===== config.mk =====
export PLATFORM = sky130hd
export DESIGN_NAME = rename_unit
export DESIGN_NICKNAME = d
export VERILOG_FILES = /design/src/rtl/core_pkg.sv /design/src/rtl/rn_free_list.sv /design/src/rtl/rename_unit.sv
export SDC_FILE = /design/constraint.sdc
export NUM_CORES = 1
export LEC_CHECK = 0
export ABC_AREA = 1
export CAP_MARGIN = 20
export CORE_MARGIN = 4
export CORE_UTILIZATION = 39
export CTS_CLUSTER_DIAMETER = 150
export DETAILED_ROUTE_END_ITERATION = 10
export PLACE_DENSITY = 0.62
export SLEW_MARGIN = 20
export SYNTH_ARGS = -nofsm -noshare
export SYNTH_HDL_FRONTEND = slang
export SYNTH_SLANG_ARGS = --single-unit

===== constraint.sdc =====
create_clock -name clk -period 3.6 [get_ports clk]
set_input_delay 0.9 -clock clk [delete_from_list [all_inputs] [get_ports clk]]
set_output_delay 0.9 -clock clk [all_outputs]
set_load 0.01 [all_outputs]

===== src/rtl/core_pkg.sv =====
// core_pkg: shared rename-stage constants and register index types
package core_pkg;
    localparam int ARCH_REGS = 32;
    localparam int PHYS_REGS = 64;
    localparam int PREG_W    = 6;
    localparam int AREG_W    = 5;
    localparam int FL_DEPTH  = PHYS_REGS - ARCH_REGS;
    localparam int FL_PTR_W  = $clog2(FL_DEPTH);

    typedef logic [PREG_W-1:0]   preg_t;
    typedef logic [AREG_W-1:0]   areg_t;
    typedef logic [FL_PTR_W-1:0] fl_ptr_t;
    typedef logic [FL_PTR_W:0]   fl_cnt_t;
endpackage


===== src/rtl/rn_free_list.sv =====
// rn_free_list: circular FIFO of free physical registers, reset to p32..p63
module rn_free_list
    import core_pkg::*;
(
    input  logic              clk,
    input  logic              rst_n,
    input  logic              pop,
    input  logic              push,
    input  logic [PREG_W-1:0] push_p,
    output logic [PREG_W-1:0] pop_p,
    output logic [FL_PTR_W:0] count
);
    preg_t   mem_q [FL_DEPTH];
    preg_t   mem_d [FL_DEPTH];
    fl_ptr_t head_q, head_d, tail_q, tail_d;
    fl_cnt_t count_q, count_d;
    logic    do_pop, do_push;

    assign do_pop  = pop && count_q != '0;
    assign do_push = push && count_q != fl_cnt_t'(FL_DEPTH);
    assign pop_p   = mem_q[head_q];
    assign count   = count_q;

    // Pointers wrap naturally because FL_DEPTH is a power of two; an overflowing push is dropped
    always_comb begin
        mem_d = mem_q;
        if (do_push) mem_d[tail_q] = push_p;
        head_d  = head_q + fl_ptr_t'(do_pop);
        tail_d  = tail_q + fl_ptr_t'(do_push);
        count_d = count_q + fl_cnt_t'(do_push) - fl_cnt_t'(do_pop);
    end

    // State register; reset fills the list with every register above the architectural range
    always_ff @(posedge clk or negedge rst_n) begin
        if (!rst_n) begin
            for (int i = 0; i < FL_DEPTH; i++) mem_q[i] <= preg_t'(ARCH_REGS + i);
            head_q  <= '0;
            tail_q  <= '0;
            count_q <= fl_cnt_t'(FL_DEPTH);
        end else begin
            mem_q   <= mem_d;
            head_q  <= head_d;
            tail_q  <= tail_d;
            count_q <= count_d;
        end
    end

    a_no_overflow: assert property (@(posedge clk) disable iff (!rst_n)
        !(push && count_q == fl_cnt_t'(FL_DEPTH)))
        else $error("free list overflow: push while full");
endmodule


===== src/rtl/rename_unit.sv =====
// rename_unit: RAT lookup, physical rd allocation and registered ISQ output stage
module rename_unit
    import core_pkg::*;
(
    input  logic              clk,
    input  logic              rst_n,
    input  logic              id2rn_valid,
    input  logic [AREG_W-1:0] id2rn_rs1,
    input  logic [AREG_W-1:0] id2rn_rs2,
    input  logic [AREG_W-1:0] id2rn_rd,
    input  logic              id2rn_reg_write,
    output logic              rn2id_ready,
    output logic              rn2iq_valid,
    output logic [PREG_W-1:0] rn2iq_rs1_p,
    output logic [PREG_W-1:0] rn2iq_rs2_p,
    output logic [PREG_W-1:0] rn2iq_rd_p,
    output logic [PREG_W-1:0] rn2iq_old_rd_p,
    input  logic              iq2rn_ready,
    input  logic              rob2rn_free_valid,
    input  logic [PREG_W-1:0] rob2rn_free_p
);
    preg_t   rat_q [ARCH_REGS];
    preg_t   rat_d [ARCH_REGS];
    logic    valid_q, valid_d;
    preg_t   rs1_q, rs1_d, rs2_q, rs2_d, rd_q, rd_d, old_q, old_d;
    preg_t   fl_head_p;
    fl_cnt_t fl_count;
    logic    accept, alloc, free_push;

    // Ready is conservative: any instruction stalls on an empty list, and nothing is ready in reset
    assign rn2id_ready = rst_n && (!valid_q || iq2rn_ready) && fl_count != '0;
    assign accept      = id2rn_valid && rn2id_ready;
    assign alloc       = accept && id2rn_reg_write && id2rn_rd != '0;
    assign free_push   = rob2rn_free_valid && rob2rn_free_p != '0;

    rn_free_list u_free_list (
        .clk    (clk),
        .rst_n  (rst_n),
        .pop    (alloc),
        .push   (free_push),
        .push_p (rob2rn_free_p),
        .pop_p  (fl_head_p),
        .count  (fl_count)
    );

    // Sources read the pre-update RAT, so an instruction never sees its own rd mapping
    always_comb begin
        rat_d   = rat_q;
        valid_d = accept ? 1'b1 : (iq2rn_ready ? 1'b0 : valid_q);
        rs1_d   = accept ? rat_q[id2rn_rs1] : rs1_q;
        rs2_d   = accept ? rat_q[id2rn_rs2] : rs2_q;
        rd_d    = accept ? (alloc ? fl_head_p : '0) : rd_q;
        old_d   = accept ? (alloc ? rat_q[id2rn_rd] : '0) : old_q;
        if (alloc) rat_d[id2rn_rd] = fl_head_p;
    end

    // RAT and output stage; reset restores the identity map and discards any in-flight output
    always_ff @(posedge clk or negedge rst_n) begin
        if (!rst_n) begin
            for (int i = 0; i < ARCH_REGS; i++) rat_q[i] <= preg_t'(i);
            valid_q <= 1'b0;
            rs1_q   <= '0;
            rs2_q   <= '0;
            rd_q    <= '0;
            old_q   <= '0;
        end else begin
            rat_q   <= rat_d;
            valid_q <= valid_d;
            rs1_q   <= rs1_d;
            rs2_q   <= rs2_d;
            rd_q    <= rd_d;
            old_q   <= old_d;
        end
    end

    assign rn2iq_valid    = valid_q;
    assign rn2iq_rs1_p    = rs1_q;
    assign rn2iq_rs2_p    = rs2_q;
    assign rn2iq_rd_p     = rd_q;
    assign rn2iq_old_rd_p = old_q;
endmodule


==> impl_metrics.tcl <==
set metrics [dict create \
    holdBufCountCts 0 \
    r2r-end "u_free_list.count[4]" \
    fin_skew_ns 0.0231 \
    post_cts_buffers 0 \
    mostFrequentLayoutCell "nand2_1" \
    rsz0062_at_grt "no" \
    syn-cell-area_um2 24500 \
    reg2reg_depth 10 \
    synth_warnings 0 \
    grt_pass1_wl_um 134000 \
    synth_top_cell_area_share_pct 23.7 \
    peakVddDrop_mv 0.726 \
    critPathLaunchType "input pin" \
    cts_buffer_depth 3 \
    path_class "input pin to primary output" \
    wl_per_cell_um 19.5 \
    synth_top_cells_by_area "dfrtp_1 (24%), dfstp_2 (21%), nand2_1 (19%)" \
    hpwlAfterDp_um 53100 \
    drcViolationCount 0 \
    htree_levels 2 \
    worst_ep_arrival_time_ns 2.21 \
    fmaxAchievable_ghz 0.321 \
    grt_max_degree 117 \
    synth_cell_type_count 26 \
    viasPerCell 5.43 \
    wl_um 85700 \
    hold_depth 0 \
    run_status "finished, final reports clean" \
    slew_headroom_pct 35.7 \
    critPathCapture "rn2id_ready" \
    ant_nets 0 \
    path_clk_slew_ns 0.05 \
    setup_viol 0 \
    p_total_mw 21.5 \
    r2r_start "u_free_list.count[5]" \
    synth_nets 3599 \
    cts_tree "done" \
    diodes 0 \
    seq_area_frac_synth_pct 44.4 \
    min_path_type "flip-flop to flip-flop" \
    rrSetupSlack_ns 0.96 \
    fillers 6477 \
    synth_top_area_cell "dfrtp_1" \
    rows 91 \
    dieArea_um2 66900 \
    worstMarginPinSlew_ns 0.964 \
    crit_start "iq2rn_ready" \
    powerDensity_nw_per_um2 781 \
    chipWidth_um 259 \
    hold_violations 0 \
    io_pins 53 \
    period_share_pct 86.5 \
    cts_sinks 425 \
    drtPass1Iterations 9 \
    grt-ovfl-total 0 \
    synth_cells 3559 \
    slew_viol_final 0 \
    timing.setup.tns_ns 0 \
    fin_nets 3552 \
    cts_buffers 48 \
    gr-usage-all-layers_pct 25.2 \
    syn-mean-instance-area_um2 6.89 \
    whs_ns 0.378 \
    ys_ff_latch 425 \
    dr.first_iter.drc_count 3225 \
    root_buffer "clkbuf_16" \
    grt_pass1_vias 22362 \
    leakagePower_nw 13.2 \
    io_buffer_count 52 \
    path_max_fanout 2 \
    die_h_um 259 \
    vias 23842 \
    antenna_found_initial 1 \
    core_area_um2 61900 \
    period_needed_ns 3.11 \
    clk_latency_ns 0.62 \
    required_ns 2.70 \
    mostFrequentLayoutCells "nand2_1 (1264), nand3_1 (647), nor2_1 (278), o21ai_0 (253), inv_1 (232)" \
    start_util_pct 39.6 \
    drive_above_1_share_pct 12.5 \
    maxCapViolations 0 \
    cts.repair.resized 0 \
    place.gp.congestion 0.942 \
    end_kind "primary output" \
    areaGrowthSynthToFinish_pct 12.5 \
]
## cells in the mapped netlist
| cell | instances |
|---|---|
| clkbuf_1 | 142 |
| dfstp_2 | 193 |
| xor2_1 | 10 |
| nand4_1 | 9 |
| inv_2 | 42 |
| a21oi_1 | 86 |
| fa_1 | 1 |
| nor3_4 | 1 |
| nand3_1 | 647 |
| a21boi_1 | 1 |
| nor2_2 | 21 |
| nand3_4 | 2 |
| o211ai_1 | 18 |
| nand2_1 | 1264 |
| inv_1 | 232 |
| ha_1 | 12 |
| o21ai_1 | 7 |
| buf_2 | 51 |
| o21ai_0 | 253 |
| buf_4 | 14 |
| nor2_4 | 10 |
| nor3_2 | 7 |
| nand3b_4 | 2 |
| nor2_1 | 279 |
| dfrtp_1 | 232 |
| buf_1 | 23 |
## metrics by stage
stage          setup slack [ns]  utilization [%]  cell area [µm²]  std cells
3_3_place_gp              0.307             41.8            25900       4299
3_5_place_dp              0.245             41.8            25900       4299
5_1_grt                   0.404             44.5            27600       4389
2_1_floorplan             0.661                -            24500       3559
4_1_cts                   0.470             44.5            27600       4389
6_report                  0.486             44.5            27600       4389
## layout make-up
type	instances	area [µm²]	area share [%]
Clock buffer	73	1420	5.13
Clock inverter	17	229	0.831
Inverter	274	1030	3.73
Multi-Input combinational cell	2630	11600	42.2
Sequential cell	425	10900	39.5
Tap cell	837	1050	3.80
Timing Repair Buffer	133	1330	4.83
## power by group
group | internal (mW) | switching [mW]
logic | 2.52 | 6.16
registers | 6.76 | 0.995
clock network | 2.95 | 2.15
## state kept, by name, indices dropped and copies added (netlist names)
register	count
rn2iq_rs1_p	6
rn2iq_rd_p	6
rat_q	192
u_free_list.tail_q	5
u_free_list.head_q	5
rn2iq_valid	1
u_free_list.mem_q	192
rn2iq_rs2_p	6
u_free_list.count	6
rn2iq_old_rd_p	6
## cells by family (layout without fill, tap and decap cells)
logic type      after synthesis  count (layout)  share of synthesized area (%)
fa+ha+maj                    13              13                          0.694
xor+xnor                     10              10                          0.357
simple gates               2242            2242                           38.7
flops                       425             425                           44.4
buf+inv                     504             497                           8.19
compound gates              365             365                           7.65
## worst max-delay path: stages
cell	delay [ns]
clkdlybuf4s50_1	0.45
inv_1	0.04
a21boi_1	0.11
nand2_1	0.11
inv_1	0.07
clkdlybuf4s50_1	0.53
## routing by layer
metal | global-route usage (%) | routed length, µm | vias to the layer above
met3 | 5.06 | 8810 | 240
met5 | 0 | 12 | -
met4 | 10.2 | 3810 | 2
met2 | 37.9 | 37000 | 1233
met1 | 35.6 | 36100 | 11084
li1 | - | - | 11283
## worst min path at each step
stage	start	endpoint	slack, ns
6_report	rat_q[188]	rat_q[188]	0.38
5_1_grt	rat_q[189]	rat_q[189]	0.39
4_1_cts	rat_q[190]	rat_q[190]	0.38
3_5_place_dp	rat_q[186]	rat_q[186]	0.37
3_3_place_gp	rat_q[188]	rat_q[188]	0.37
2_1_floorplan	rat_q[186]	rat_q[186]	0.43
(Power assumes the default switching activity.)
